### src/rtl/dmem_arbiter.sv
// dmem_arbiter: shares the single-port data BRAM between the CPU and the CGRA.
// Round-robin arbitration with a bounded CGRA burst lock and read-data routing.
module dmem_arbiter #(
  parameter int ADDR_W   = 10,
  parameter int DATA_W   = 32,
  parameter int MAX_LOCK = 8
) (
  input  logic              clk,
  input  logic              reset,
  input  logic              cpu_req,
  input  logic              cpu_we,
  input  logic [ADDR_W-1:0] cpu_addr,
  input  logic [DATA_W-1:0] cpu_wdata,
  output logic              cpu_gnt,
  output logic              cpu_rvalid,
  output logic [DATA_W-1:0] cpu_rdata,
  input  logic              cgra_req,
  input  logic              cgra_we,
  input  logic [ADDR_W-1:0] cgra_addr,
  input  logic [DATA_W-1:0] cgra_wdata,
  input  logic              cgra_lock,
  output logic              cgra_gnt,
  output logic              cgra_rvalid,
  output logic [DATA_W-1:0] cgra_rdata,
  output logic              mem_ena,
  output logic              mem_wea,
  output logic [ADDR_W-1:0] mem_addra,
  output logic [DATA_W-1:0] mem_dina,
  input  logic [DATA_W-1:0] mem_douta
);

  localparam int CNT_W = $clog2(MAX_LOCK);
  localparam logic [CNT_W-1:0] CNT_MAX = CNT_W'(MAX_LOCK - 1);

  localparam logic G_CPU  = 1'b0;
  localparam logic G_CGRA = 1'b1;

  typedef enum logic [1:0] {
    ARB,
    LOCK,
    YIELD
  } state_t;

  state_t           state;
  logic             last_gnt;
  logic [CNT_W-1:0] lock_cnt;
  logic [1:0]       rd_owner;

  // Pick at most one winner per cycle from the current arbitration mode.
  always_comb begin
    cpu_gnt  = 1'b0;
    cgra_gnt = 1'b0;
    case (state)
      ARB: begin
        if (cpu_req && cgra_req) begin
          if (last_gnt == G_CGRA) cpu_gnt  = 1'b1;
          else                    cgra_gnt = 1'b1;
        end else begin
          cpu_gnt  = cpu_req;
          cgra_gnt = cgra_req;
        end
      end
      LOCK:    cgra_gnt = cgra_req;
      YIELD:   cpu_gnt  = cpu_req;
      default: ;
    endcase
  end

  // Steer the granted port onto the RAM pins; idle pins park at zero.
  always_comb begin
    mem_ena   = 1'b0;
    mem_wea   = 1'b0;
    mem_addra = '0;
    mem_dina  = '0;
    if (cpu_gnt) begin
      mem_ena   = 1'b1;
      mem_wea   = cpu_we;
      mem_addra = cpu_addr;
      mem_dina  = cpu_wdata;
    end else if (cgra_gnt) begin
      mem_ena   = 1'b1;
      mem_wea   = cgra_we;
      mem_addra = cgra_addr;
      mem_dina  = cgra_wdata;
    end
  end

  // Arbitration mode, round-robin pointer and burst fairness counter.
  always_ff @(posedge clk or posedge reset) begin
    if (reset) begin
      state    <= ARB;
      last_gnt <= G_CGRA;
      lock_cnt <= '0;
    end else begin
      case (state)
        ARB: begin
          if (cpu_gnt) begin
            last_gnt <= G_CPU;
          end else if (cgra_gnt) begin
            last_gnt <= G_CGRA;
            if (cgra_lock) begin
              state    <= LOCK;
              lock_cnt <= '0;
            end
          end
        end
        LOCK: begin
          if (cgra_gnt) last_gnt <= G_CGRA;
          if (!cgra_lock) begin
            state    <= ARB;
            lock_cnt <= '0;
            last_gnt <= G_CGRA;
          end else begin
            if (lock_cnt != CNT_MAX)
              lock_cnt <= lock_cnt + CNT_W'(1);
            if (lock_cnt == CNT_MAX && cpu_req)
              state <= YIELD;
          end
        end
        YIELD: begin
          last_gnt <= G_CPU;
          if (cgra_lock && cgra_req) begin
            state    <= LOCK;
            lock_cnt <= '0;
          end else begin
            state <= ARB;
          end
        end
        default: state <= ARB;
      endcase
    end
  end

  // Remember who issued the read so the returning data goes back to them.
  always_ff @(posedge clk or posedge reset) begin
    if (reset) rd_owner <= '0;
    else       rd_owner <= {cgra_gnt & ~cgra_we, cpu_gnt & ~cpu_we};
  end

  assign cpu_rvalid  = rd_owner[0];
  assign cgra_rvalid = rd_owner[1];
  assign cpu_rdata   = mem_douta;
  assign cgra_rdata  = mem_douta;

endmodule

### config.mk
export PLATFORM = sky130hd
export DESIGN_NAME = dmem_arbiter
export DESIGN_NICKNAME = d
export VERILOG_FILES = /design/src/rtl/dmem_arbiter.sv
export SDC_FILE = /design/constraint.sdc
export NUM_CORES = 1
export LEC_CHECK = 0
export BUFFER_PORTS_ARGS = -buffer_cell sky130_fd_sc_hd__buf_2
export CAP_MARGIN = 20
export CORE_AREA = 3 3 90 92
export CTS_BUF_LIST = sky130_fd_sc_hd__clkbuf_16
export CTS_CLUSTER_DIAMETER = 30
export CTS_CLUSTER_SIZE = 30
export DETAILED_ROUTE_END_ITERATION = 10
export DIE_AREA = 0 0 93 95
export PLACE_DENSITY_LB_ADDON = 0.12
export REMOVE_ABC_BUFFERS = 1
export SYNTH_ARGS = -nofsm -noshare
export SYNTH_HDL_FRONTEND = slang
export SYNTH_SLANG_ARGS = --single-unit
### constraint.sdc
create_clock -name clk -period 4.99 [get_ports clk]
set_input_delay 0.499 -clock clk [delete_from_list [all_inputs] [get_ports clk]]
set_output_delay 0.499 -clock clk [all_outputs]
set_load 0.005 [all_outputs]
### Word-level counts from Yosys, hierarchy flattened

Cells that the tools add are included.

| word-level totals | value |
|---|---|
| output and inout bits | 112 |
| input bits | 123 |
| logic and storage cells | 58 |
| register bits after elaboration | 8 |

| operators by class | value |
|---|---|
| muxes and demuxes | 32 |
| bitwise logic cells | 4 |
| add/sub/neg operators | 1 |
| reductions and logical operators | 7 |
| equality and inequality tests | 10 |

Operators by type and width:

| cell | number |
|---|---|
| 32-bit two-way mux | 2 |
| 10-bit two-way mux | 2 |
| 3-bit two-way mux | 6 |
| 1-bit two-way mux | 12 |
| 2-bit two-way mux | 5 |
| 3-bit inequality test, second input constant | 3 |
| 3-bit case mux with 3 select lines | 1 |
| 2-bit inequality test, second input constant | 4 |
| 2-bit case mux with 3 select lines | 1 |
| 6-bit AND reduction | 1 |
| 1-bit case mux with 2 select lines | 2 |
| 4-bit AND reduction | 1 |
| 3-bit by 1-bit adder with 3-bit output, second input constant | 1 |
| 3-bit == test, second input constant | 1 |
| 1-bit logical AND | 3 |
| 1-bit case mux with 3 select lines | 1 |
| 3-bit nonzero test | 1 |
| 1-bit AND | 2 |
| 2-bit by 1-bit == test with 1-bit output, second input constant | 1 |
| 2-bit == test, second input constant | 1 |
| 2-bit logical NOT | 1 |
| 1-bit inverter | 2 |

### Longest topological paths before layout

| logic depth | value |
|---|---|
| depth in word-level cells | 6 |
| gate-level depth with buffers | 8 |
| depth with buffers taken out | 6 |

### Least setup slack after synthesis

No wires, ideal clock.

| timing path | value |
|---|---|
| path kind | register to output |
| start | register state[0] |
| end | output mem_addra[0] |
| path slack | 2879 ps |
| arrival time | 1612 ps |
| required time | 4491 ps |
| cell stages (with the launch flop) | 9 |
| path through | dfrtp_1 > inv_1 > ha_1 > a21boi_4 > o21ai_2 > o21ba_4 > buf_12 > buf_12 > a22o_1 |

| between the ends | value |
|---|---|
| longest elaborated chain between the ends | 4 |

RTL lines:

| item | line | RTL |
|---|---|---|
| from (decl) | 44 | `state_t state;` |
| from (signal assigned) | 91 | `state <= ARB;` |
| from (signal assigned) | 102 | `state <= LOCK;` |
| from (signal assigned) | 110 | `state <= ARB;` |
| 2-bit by 1-bit == test with 1-bit output or 2-bit logical NOT (tied branches) | 53 | `case (state)` |
| 1-bit case mux with 2 select lines | 53 |  |
| 10-bit two-way mux | 80 | `end else if (cgra_gnt) begin` |
| 10-bit two-way mux * | 75 | `if (cpu_gnt) begin` |
| to (decl) | 27 | `output logic [ADDR_W-1:0] mem_addra,` |

Mark *: on every way between the ends. The rest lies on a longest branch, timed or not.

### Worst setup path after layout

| timing path | value |
|---|---|
| start | register state[0] |
| end | output mem_dina[3] |

| between the ends | value |
|---|---|
| longest elaborated chain between the ends | 4 |

RTL lines:

| item | line | RTL |
|---|---|---|
| 2-bit by 1-bit == test with 1-bit output or 2-bit logical NOT (tied branches) | 53 |  |
| 1-bit case mux with 2 select lines | 53 |  |
| 32-bit two-way mux | 80 |  |
| 32-bit two-way mux * | 75 |  |
| to (decl) | 28 | `output logic [DATA_W-1:0] mem_dina,` |

Marked as above.

==> results by group <==
Global route
  – Initial antenna violation count: 0
  – Largest net degree at the start of global routing: 46
  – GRT overflow: 0
  – First-pass GRT wire length: 10.4 mm
  – Vias in the first global route: 1544
  – Total track usage: 16.2%

Final layout
  – Area delta synth->final: 18.8%
  – Nets: 370
  – Ant diodes: 0
  – Ratio of cells with drive above 1 in the final layout: 62.9%

Floorplan
  – Row cnt: 31
  – Die area: 8840 um2
  – IO Pins: 235
  – Starting density of the core: 21.1%
  – Core area: 7290 um2
  – Chip Height: 95 um
  – Die width: 93 um

Hold path
  – Min-delay worst type: primary input to async pin

Synthesis
  – Post-synth top area share: 31.7%
  – Seq cells post-synth: 8
  – Seq/Total Area, Yosys: 13.1%
  – Post-synthesis cell count: 172
  – Synth area leader: buf_4
  – Cell Area, Synth: 1540 um2
  – Avg Cell Area, Syn: 8.96 um2
  – Largest cells by area after synthesis: buf_4 (32%), a22o_1 (26%), dfrtp_1 (11%)
  – Cell variety after synth: 30
  – YS warnings: 0

Clock network
  – Clock root cell: clkbuf_16
  – CTS H-Tree Depth: 1
  – CTS resizes: 0
  – Clock Pin Slew Worst Setup and Hold Paths: 40 ps
  – Clk buf depth: 2
  – Clock sink total: 8
  – CTS buffer count: 3
  – Post-CTS Setup Repair Bufs: 0
  – Clock Latency Late Sink: 230 ps
  – CTS Hold Bufs: 0
  – CTS tree: done

STA
  – Pins Over Slew Limit: 0
  – Final worst path period need: 2920 ps
  – Max Freq: 342 MHz
  – Fin crit share: 58.6%
  – Setup TNS Final: 0 ps
  – Slew @ Worst Pin: 1040 ps
  – WHS: 220 ps
  – Final hold viol count: 0
  – Slew HR: 30.8%
  – Clk_skew: 0.578 ps
  – Final setup violation count: 0
  – Unrepaired setup endpoints after global routing: false

Critical path
  – CP Data Arrival Time: 2420 ps
  – WS Path Type: flip-flop to output pin
  – Cell Chain, Critical Path: inv_1 > ha_1 > a21oi_2 > nor2_4 > a22o_1 > buf_2
  – R2r endpoint: last_gnt
  – Cell count along the critical path: 6
  – FF-to-FF setup slack: 2990 ps
  – Worst reg2reg path depth: 5
  – Max incr delay on CP: 790 ps
  – CP Buf/Inv Count: 2
  – CP max-delay cell: nor2_4
  – Worst Setup SP: state[0]
  – CP max FO: 45
  – CP Capture Type: output pin
  – CP required: 4490 ps
  – Delay-heaviest family, CP: simple AND/OR/NAND/NOR gates
  – CP Capture Point: mem_dina[3]
  – Reg2reg start: state[0]
  – Worst setup SP type: flip-flop

Routing
  – Met2 routed WL: 3.46 mm
  – Routed length on met3: 1.82 mm
  – Remaining DRCs: 0
  – Drt via density: 4.51
  – Drt wl/cell: 22.2 um
  – Post-DRT Antenna Nets: 0
  – Drt pass-1 iters: 4
  – Routed WL: 7.52 mm
  – DRT iter0 DRCs: 49
  – Met1 Routed Length: 2.14 mm
  – DR top layer: met5
  – Vias: 1528

Placement
  – Detail Placement HPWL: 6.76 mm
  – RePlAce Congestion: 0.800
  – IO Port Bufs: 138

Pwr
  – Lkg Pwr: 1.07 nW
  – Total power: 0.742 mW
  – PD cells: 405 nW/um2
  – VDD IR max: 0.000144 V

Flow run
  – Max-cap violations: 0

Run status
  – Outcome: completed
[cells in the final DEF (no fill, tap or decap), types with 2 or more instances in the layout]
| master | count |
|---|---|
| nand3_1 | 2 |
| nor2_1 | 4 |
| nor3_1 | 2 |
| a22o_1 | 46 |
| ha_1 | 6 |
| dfrtp_1 | 7 |
| buf_2 | 138 |
| nand2_1 | 4 |
| clkbuf_16 | 3 |
| inv_1 | 8 |
| nand2b_1 | 2 |
[worst min path at each step]
stage | from | slack [ps] | depth (start not counted) | end
3_3_place_gp | reset | 480 | 2 | rd_owner[1]
4_1_cts | reset | 230 | 2 | rd_owner[1]
2_1_floorplan | reset | 310 | 1 | lock_cnt[0]
5_1_grt | reset | 250 | 2 | rd_owner[1]
3_5_place_dp | reset | 480 | 2 | rd_owner[1]
6_report | reset | 220 | 2 | rd_owner[1]
[where the power goes]
group	switching [mW]	internal [mW]	leakage, nW
registers	0.0160	0.0867	0.104
clock network	0.0330	0.105	0.0423
logic	0.253	0.249	0.928
total	0.302	0.440	1.07
[layout make-up]
cell class / count / area (um2)
fill: 842 / 5460
multi-input combinational: 83 / 711
timing repair buffer: 138 / 691
sequential: 8 / 201
tap: 99 / 124
clock buffer: 3 / 75.1
inverter: 7 / 26.3
clock inverter: 1 / 3.75
[layer usage]
layer	GRT usage (%)	vias up
met1	13.6	657
li1	-	695
met5	5.95	-
met4	3.42	2
met2	26.3	164
met3	16.9	10
[Yosys cell counts]
| cell type | number |
|---|---|
| mux2_2 | 1 |
| o21ai_2 | 1 |
| inv_1 | 7 |
| buf_12 | 5 |
| nor3_1 | 2 |
| o32a_1 | 1 |
| a31o_1 | 1 |
| dfstp_2 | 1 |
| o21a_1 | 1 |
| ha_1 | 6 |
| a211oi_2 | 1 |
| o21ai_1 | 1 |
| nor3_2 | 1 |
| a31oi_1 | 1 |
| a21oi_2 | 1 |
| a21boi_4 | 1 |
| a21boi_1 | 1 |
| nand3_1 | 2 |
| nand2b_1 | 2 |
| nor2_1 | 4 |
| o221a_2 | 1 |
| o21ba_4 | 1 |
| a22o_1 | 46 |
| mux2_1 | 1 |
| o21ai_0 | 1 |
| nand2_1 | 4 |
| buf_2 | 4 |
| nor2_2 | 1 |
| buf_4 | 65 |
| dfrtp_1 | 7 |
[sequential cells by signal, indices dropped and copies added, names as in the netlist]
signal and flops:
last_gnt 1, lock_cnt 3, rd_owner 2, state 2
[per-stage QoR]
step           instances  util (%)  instance area, um2  worst slack (ps)
4_1_cts              339      25.1                1830              1990
5_1_grt              339      25.1                1830              1870
3_3_place_gp         335      24.0                1750              2260
2_1_floorplan         98         -                 933              2460
3_5_place_dp         335      24.0                1750              2260
6_report             339      25.1                1830              2070
[logic make-up (layout without fill, tap and decap cells)]
family | Yosys count | in the layout | share of synthesized area (%)
buffers and inverters | 81 | 149 | 41.2
AOI/OAI and AO/OA | 59 | 59 | 34.3
and+or+nand+nor | 16 | 16 | 5.11
DFF | 8 | 8 | 13.1
adders and majority gates | 6 | 6 | 4.87
muxes | 2 | 2 | 1.46
(Power assumes the default switching activity.)
